### src/rtl/helios_multi_core_dispatcher.sv
// helios_multi_core_dispatcher
// Splits a host syndrome stream into fixed-length frames, hands each frame
// whole to the next enabled decoder core (round-robin), and merges the cores'
// result frames back to the host in the same order the frames were sent.
// A small tag FIFO records which core got each frame, and the result side
// uses it to decide which core it listens to next.

module helios_multi_core_dispatcher #(
  parameter int NUM_CORES       = 4,
  parameter int DATA_WIDTH      = 8,
  parameter int IN_FRAME_WORDS  = 4,
  parameter int OUT_FRAME_WORDS = 2,
  parameter int TAG_FIFO_DEPTH  = 8,
  parameter int CNT_WIDTH       = 16
) (
  input  logic                            clk,
  input  logic                            reset,
  input  logic [NUM_CORES-1:0]            core_enable,
  input  logic [DATA_WIDTH-1:0]           s_data,
  input  logic                            s_valid,
  output logic                            s_ready,
  output logic [DATA_WIDTH-1:0]           m_data,
  output logic                            m_valid,
  input  logic                            m_ready,
  output logic [NUM_CORES*DATA_WIDTH-1:0] core_in_data,
  output logic [NUM_CORES-1:0]            core_in_valid,
  input  logic [NUM_CORES-1:0]            core_in_ready,
  input  logic [NUM_CORES*DATA_WIDTH-1:0] core_out_data,
  input  logic [NUM_CORES-1:0]            core_out_valid,
  output logic [NUM_CORES-1:0]            core_out_ready,
  output logic [CNT_WIDTH-1:0]            frames_in,
  output logic [CNT_WIDTH-1:0]            frames_out,
  output logic                            idle
);

  localparam int SEL_W  = $clog2(NUM_CORES);
  localparam int PTR_W  = $clog2(TAG_FIFO_DEPTH);
  localparam int WCNT_W = (IN_FRAME_WORDS > 1) ? $clog2(IN_FRAME_WORDS) : 1;
  localparam int OCNT_W = (OUT_FRAME_WORDS > 1) ? $clog2(OUT_FRAME_WORDS) : 1;

  localparam logic [WCNT_W-1:0] IN_LAST  = WCNT_W'(IN_FRAME_WORDS - 1);
  localparam logic [OCNT_W-1:0] OUT_LAST = OCNT_W'(OUT_FRAME_WORDS - 1);
  localparam logic [SEL_W-1:0]  SEL_LAST = SEL_W'(NUM_CORES - 1);

  typedef enum logic {D_SELECT, D_SEND} in_state_t;
  typedef enum logic {C_WAIT, C_RECV}   out_state_t;

  // Input side state
  in_state_t         in_state, in_state_nxt;
  logic [SEL_W-1:0]  in_sel;
  logic [SEL_W-1:0]  rr_ptr;
  logic [WCNT_W-1:0] word_cnt;
  logic              push;
  logic              in_xfer;
  logic              in_done;

  // Candidate search results
  logic [SEL_W-1:0]  cand;
  logic [SEL_W-1:0]  cand_hi;
  logic [SEL_W-1:0]  cand_any;
  logic              cand_found_hi;
  logic              cand_valid;

  // Output side state
  out_state_t        out_state, out_state_nxt;
  logic [SEL_W-1:0]  out_sel;
  logic [OCNT_W-1:0] out_cnt;
  logic              pop;
  logic              out_xfer;
  logic              out_load;
  logic [DATA_WIDTH-1:0] out_slice [NUM_CORES];

  // Tag FIFO: one extra pointer bit separates full from empty
  logic [SEL_W-1:0]  tag_mem [TAG_FIFO_DEPTH];
  logic [PTR_W:0]    wr_ptr, rd_ptr;
  logic              fifo_full, fifo_empty;
  logic [SEL_W-1:0]  fifo_head;

  assign fifo_empty = (wr_ptr == rd_ptr);
  assign fifo_full  = (wr_ptr[PTR_W] != rd_ptr[PTR_W]) &&
                      (wr_ptr[PTR_W-1:0] == rd_ptr[PTR_W-1:0]);
  assign fifo_head  = tag_mem[rd_ptr[PTR_W-1:0]];

  // Every core sees the host word; only the selected core's valid is raised.
  assign core_in_data = {NUM_CORES{s_data}};

  assign idle = (in_state == D_SELECT) && (out_state == C_WAIT) && fifo_empty;

  // Pick the first enabled core after rr_ptr, wrapping around to the lowest
  // enabled index when nothing above rr_ptr is enabled.
  always_comb begin
    // NOTE: every signal gets a default before any branch so no path leaves
    // it unassigned, which would otherwise infer a latch.
    cand_hi       = '0;
    cand_any      = '0;
    cand_found_hi = 1'b0;
    cand_valid    = 1'b0;
    for (int k = NUM_CORES - 1; k >= 0; k--) begin
      if (core_enable[k]) begin
        cand_any   = SEL_W'(k);
        cand_valid = 1'b1;
        if (SEL_W'(k) > rr_ptr) begin
          cand_hi       = SEL_W'(k);
          cand_found_hi = 1'b1;
        end
      end
    end
    cand = cand_found_hi ? cand_hi : cand_any;
  end

  // Input FSM next state and routing of the host stream to the selected core.
  always_comb begin
    in_state_nxt  = in_state;
    push          = 1'b0;
    in_xfer       = 1'b0;
    in_done       = 1'b0;
    s_ready       = 1'b0;
    core_in_valid = '0;
    case (in_state)
      D_SELECT: begin
        if (s_valid && cand_valid && !fifo_full) begin
          push         = 1'b1;
          in_state_nxt = D_SEND;
        end
      end
      D_SEND: begin
        s_ready               = core_in_ready[in_sel];
        core_in_valid[in_sel] = s_valid;
        in_xfer               = s_valid && core_in_ready[in_sel];
        if (in_xfer && (word_cnt == IN_LAST)) begin
          in_done      = 1'b1;
          in_state_nxt = D_SELECT;
        end
      end
      default: in_state_nxt = D_SELECT;
    endcase
  end

  // Input FSM registers: state, selected core, round-robin pointer, counters.
  always_ff @(posedge clk or negedge reset) begin
    // NOTE: clocked state uses non-blocking assignments so every register
    // samples the pre-edge values regardless of statement order.
    if (!reset) begin
      in_state  <= D_SELECT;
      in_sel    <= '0;
      rr_ptr    <= SEL_LAST;
      word_cnt  <= '0;
      frames_in <= '0;
    end else begin
      in_state <= in_state_nxt;
      if (push) begin
        in_sel   <= cand;
        rr_ptr   <= cand;
        word_cnt <= '0;
      end else if (in_xfer) begin
        word_cnt <= word_cnt + 1'b1;
      end
      if (in_done) begin
        frames_in <= frames_in + 1'b1;
      end
    end
  end

  // Unpack the flat core result bus into per-core slices.
  always_comb begin
    for (int k = 0; k < NUM_CORES; k++) begin
      out_slice[k] = core_out_data[k*DATA_WIDTH +: DATA_WIDTH];
    end
  end

  // Output FSM next state and result path from the head-of-line core.
  always_comb begin
    out_state_nxt  = out_state;
    out_load       = 1'b0;
    out_xfer       = 1'b0;
    pop            = 1'b0;
    m_valid        = 1'b0;
    m_data         = '0;
    core_out_ready = '0;
    case (out_state)
      C_WAIT: begin
        if (!fifo_empty) begin
          out_load      = 1'b1;
          out_state_nxt = C_RECV;
        end
      end
      C_RECV: begin
        m_valid                 = core_out_valid[out_sel];
        m_data                  = out_slice[out_sel];
        core_out_ready[out_sel] = m_ready;
        out_xfer                = core_out_valid[out_sel] && m_ready;
        if (out_xfer && (out_cnt == OUT_LAST)) begin
          pop           = 1'b1;
          out_state_nxt = C_WAIT;
        end
      end
      default: out_state_nxt = C_WAIT;
    endcase
  end

  // Output FSM registers: state, core being drained, word and frame counters.
  always_ff @(posedge clk or negedge reset) begin
    if (!reset) begin
      out_state  <= C_WAIT;
      out_sel    <= '0;
      out_cnt    <= '0;
      frames_out <= '0;
    end else begin
      out_state <= out_state_nxt;
      if (out_load) begin
        out_sel <= fifo_head;
        out_cnt <= '0;
      end else if (out_xfer) begin
        out_cnt <= out_cnt + 1'b1;
      end
      if (pop) begin
        frames_out <= frames_out + 1'b1;
      end
    end
  end

  // Tag FIFO pointers; a simultaneous push and pop leaves occupancy unchanged.
  always_ff @(posedge clk or negedge reset) begin
    if (!reset) begin
      wr_ptr <= '0;
      rd_ptr <= '0;
    end else begin
      if (push) begin
        wr_ptr <= wr_ptr + 1'b1;
      end
      if (pop) begin
        rd_ptr <= rd_ptr + 1'b1;
      end
    end
  end

  // Tag FIFO storage, written on every dispatch.
  always_ff @(posedge clk) begin
    // NOTE: the storage array has no reset; the pointers alone define which
    // entries are meaningful, so stale contents are never observed.
    if (push) begin
      tag_mem[wr_ptr[PTR_W-1:0]] <= cand;
    end
  end

endmodule
### config.mk
export PLATFORM = sky130hd
export DESIGN_NAME = helios_multi_core_dispatcher
export DESIGN_NICKNAME = d
export VERILOG_FILES = /design/src/rtl/helios_multi_core_dispatcher.sv
export SDC_FILE = /design/constraint.sdc
export NUM_CORES = 1
export LEC_CHECK = 0
export BUFFER_PORTS_ARGS = -buffer_cell sky130_fd_sc_hd__buf_2
export CAP_MARGIN = 30
export CORE_ASPECT_RATIO = 1.5
export CORE_MARGIN = 1
export CORE_UTILIZATION = 36
export CTS_BUF_LIST = sky130_fd_sc_hd__clkbuf_4
export CTS_CLUSTER_DIAMETER = 200
export CTS_CLUSTER_SIZE = 25
export DETAILED_ROUTE_END_ITERATION = 8
export GPL_TIMING_DRIVEN = 0
export REMOVE_ABC_BUFFERS = 1
export SYNTH_ARGS = -nofsm -noshare
export SYNTH_HDL_FRONTEND = slang
export SYNTH_SLANG_ARGS = --single-unit
### constraint.sdc
create_clock -name clk -period 2.5 [get_ports clk]
set_input_delay 0.5 -clock clk [delete_from_list [all_inputs] [get_ports clk]]
set_output_delay 0.5 -clock clk [all_outputs]
set_load 0.005 [all_outputs]
==> flow_summary.toml <==
[outcome]
outcome = "complete, but fails checks"
violations = "DRC"

[synthesis]
synth_top_family_by_area = "simple AND/OR/NAND/NOR gates"
synth_most_common_cell = "dfrtp_1"
synth_top_area_share = 0.331
syn_area_per_cell_um2 = 11.3
yosys-top-cells-area = "dfrtp_1, edfxtp_1, mux4_2"
syn_area_um2 = 3710
synth-xor-area-share = 0.0992
synth.area.mux_share = 0.109
seq_area_frac_synth = 0.475
ys_async_sr_fraction = 0.761
synth_edf_count = 16
synth-simple-area-share = 0.178
synth_common_cells = "dfrtp_1, xnor2_1, buf_4"
yosysTopAreaCell = "dfrtp_1"
ys_types = 41
synth_cells = 327
synth-adder-area-share = 0.0169
ys.flop_type = "dfrtp_1"
ys_ff_latch = 67
ys_warn_count = 0
synth_compound_area_frac = 0.0213

[power_and_ir_drop]
p_int_mw = 2.31
cellLeakagePower_nw = 1.94
p_sw_mw = 1.30
p_sw_frac = 0.360
p_clk_frac = 0.156
p_per_area_nw_per_um2 = 874
ir_worst_vdd_v = 0.000394
pwr-share-seq = 0.486
comb_power_share = 0.358
finalPower_mw = 3.61

[setup_path]
slowest_delay_ps = 590
cp-end-kind = "output pin"
worst_ep_arrival_time_ps = 1880
path_max_fanout = 14
path_cells = "mux4_2 -> and2_1 -> buf_2"
r2r-end = "frames_out[15]"
crit_start = "out_sel[0]"
worstRegToRegCells = 4
worstSetupPathType = "reg2out"
slowest_stage = "mux4_2"
crit_end = "m_valid"
r2r_setup_slack_ps = 510
cp-start-kind = "register"
required_ps = 2000
r2r_start = "out_sel[0]"
crit_family = "multiplexers"
path_depth = 3
path_buf_inv = 1

[sta]
hold_viol = 0
post-route-min-period_ps = 2380
slew_headroom = 0.649
fin_crit_sh = 0.953
fin_tns_setup_ps = 0
fin_skew_ps = 13.2
setup_violations = 0
holdWs_ps = 36.9
layout_setup_ws_ps = 118
rsz0062_at_grt = "no"
max_freq_mhz = 420
final_max_slew_viol_count = 0
worst_pin_slew_ps = 521

[cells_and_area]
layout-drive-gt1-share = 0.360
post-route-util = 0.410
fin_nets = 449
n_fill_cell = 1001
post-route-cell-area_um2 = 4130
synthToLayoutAreaGrowth_pct = 11.4
final_cells = 510

[floorplan]
die_y_um = 126
die_w_um = 84.9
die_area_um2 = 10700
rows = 45
start_util = 0.368
num_io_pins = 139
core_area_um2 = 10100

[route]
dr_wl_met3_um = 611
highest_layer = "met4"
drc_errors = 18
first_pass_iters = 6
drt_iter0_markers = 102
drt-met1-wl_um = 2910
antenna_left = 0
vias_per_cell = 5.18
vias = 2644
routedWlPerCell_um = 14.6
wirelength_um = 7470
routed-wl-met2_um = 3850

[place]
dp_hpwl_um = 5680
numPortBuffers = 98
dp.cells = 494
gp_congestion = 0.756
placedInstanceArea_um2 = 4030
post-place-ws_ps = 278

[grt]
grt_first_pass_wirelength_um = 12400
grt_pass1_vias = 2658
overflow = 0
antenna_found_initial = 1
grt_max_degree = 31
grt_usage = 0.149

[worst_hold_path]
hp-class = "in2async"

[cts]
cts_sinks = 67
cts_tree = "done"
cts_htree_levels = 3
cts_buffer_depth = 2
cts-buffers-inserted = 9
clk_latency_ps = 420
root_buffer = "clkbuf_4"
cts_hold_buffers = 0
path_clk_slew_ps = 110

[job]
max_cap_violations = 0
-- routing by layer --
layer  vias to the layer above  track usage
met5                         -      0.00957
met1                      1273        0.156
li1                       1242            -
met2                       120        0.261
met3                         9       0.0485
met4                         0       0.0837
-- layout by cell type, fill, tap and decap left out, types with 2 or more instances in the layout --
cell / n
and4_2: 2
edfxtp_1: 16
nand3_1: 16
nor4_1: 6
and3_1: 11
clkbuf_4: 10
dfstp_2: 2
clkinv_1: 2
xor2_1: 9
mux2i_1: 3
nand2_1: 26
ha_1: 5
inv_1: 10
clkinv_2: 3
nor2_1: 15
xnor2_1: 33
mux4_2: 14
dfrtp_1: 48
and2_1: 11
nand2b_1: 2
buf_2: 98
nor3_1: 4
nand4_1: 13
and4_1: 5
mux2_2: 4
a21oi_1: 7
nor3b_1: 2
-- kinds of logic (layout without fill, tap and decap cells) --
kind of cell | Yosys count | after routing
and+or+nand+nor | 120 | 120
DFF | 67 | 67
muxes | 22 | 22
adders and majority gates | 5 | 5
xor gates and xnor gates | 42 | 42
other | 0 | 1
buffers and inverters | 59 | 124
AOI/OAI and AO/OA | 12 | 12
-- how the worst min path moves through the flow --
stage / from / slack [ps] / depth (start not counted) / to
5_1_grt: reset / 50 / 1 / frames_out[11]
2_1_floorplan: reset / 200 / 0 / frames_in[0]
4_1_cts: reset / 30 / 1 / frames_out[15]
3_3_place_gp: frames_out[15] / 460 / 1 / frames_out[15]
3_5_place_dp: frames_out[15] / 470 / 1 / frames_out[15]
6_report: reset / 40 / 1 / frames_out[15]
-- what timing repair did --
item                                    4_1_cts  5_1_grt
endpoints found under the setup margin        9        1
pin swaps                                     0        0
gates resized for setup                       1        1
setup buffers                                 0        0
-- final cells by class --
cell class,instances,area [µm²],area share
multi-input cells,201,1570,0.381
repair buffers,99,510,0.124
well taps,117,146,0.0354
inverters,10,37.5,0.00909
flip-flops and latches,67,1760,0.427
clock inverters,5,22.5,0.00545
clock buffers,10,75.1,0.0182
diodes,1,2.50,0.000606
-- state kept, by name, indices dropped and copies added (netlist names), 2 cells and up --
register,flops
out_sel,2
in_sel,2
frames_in,16
rr_ptr,2
rd_ptr,4
word_cnt,2
frames_out,16
wr_ptr,4
tag_mem,16
-- power groups by stage --
stage	registers (mW)	logic (mW)	clock network, mW
6_report	1.75	1.29	0.563
5_1_grt	1.81	1.46	0.639
3_3_place_gp	1.77	1.27	0
3_5_place_dp	1.78	1.30	0
4_1_cts	1.75	1.31	0.586
2_1_floorplan	1.68	0.912	0
(Power assumes the default switching activity.)
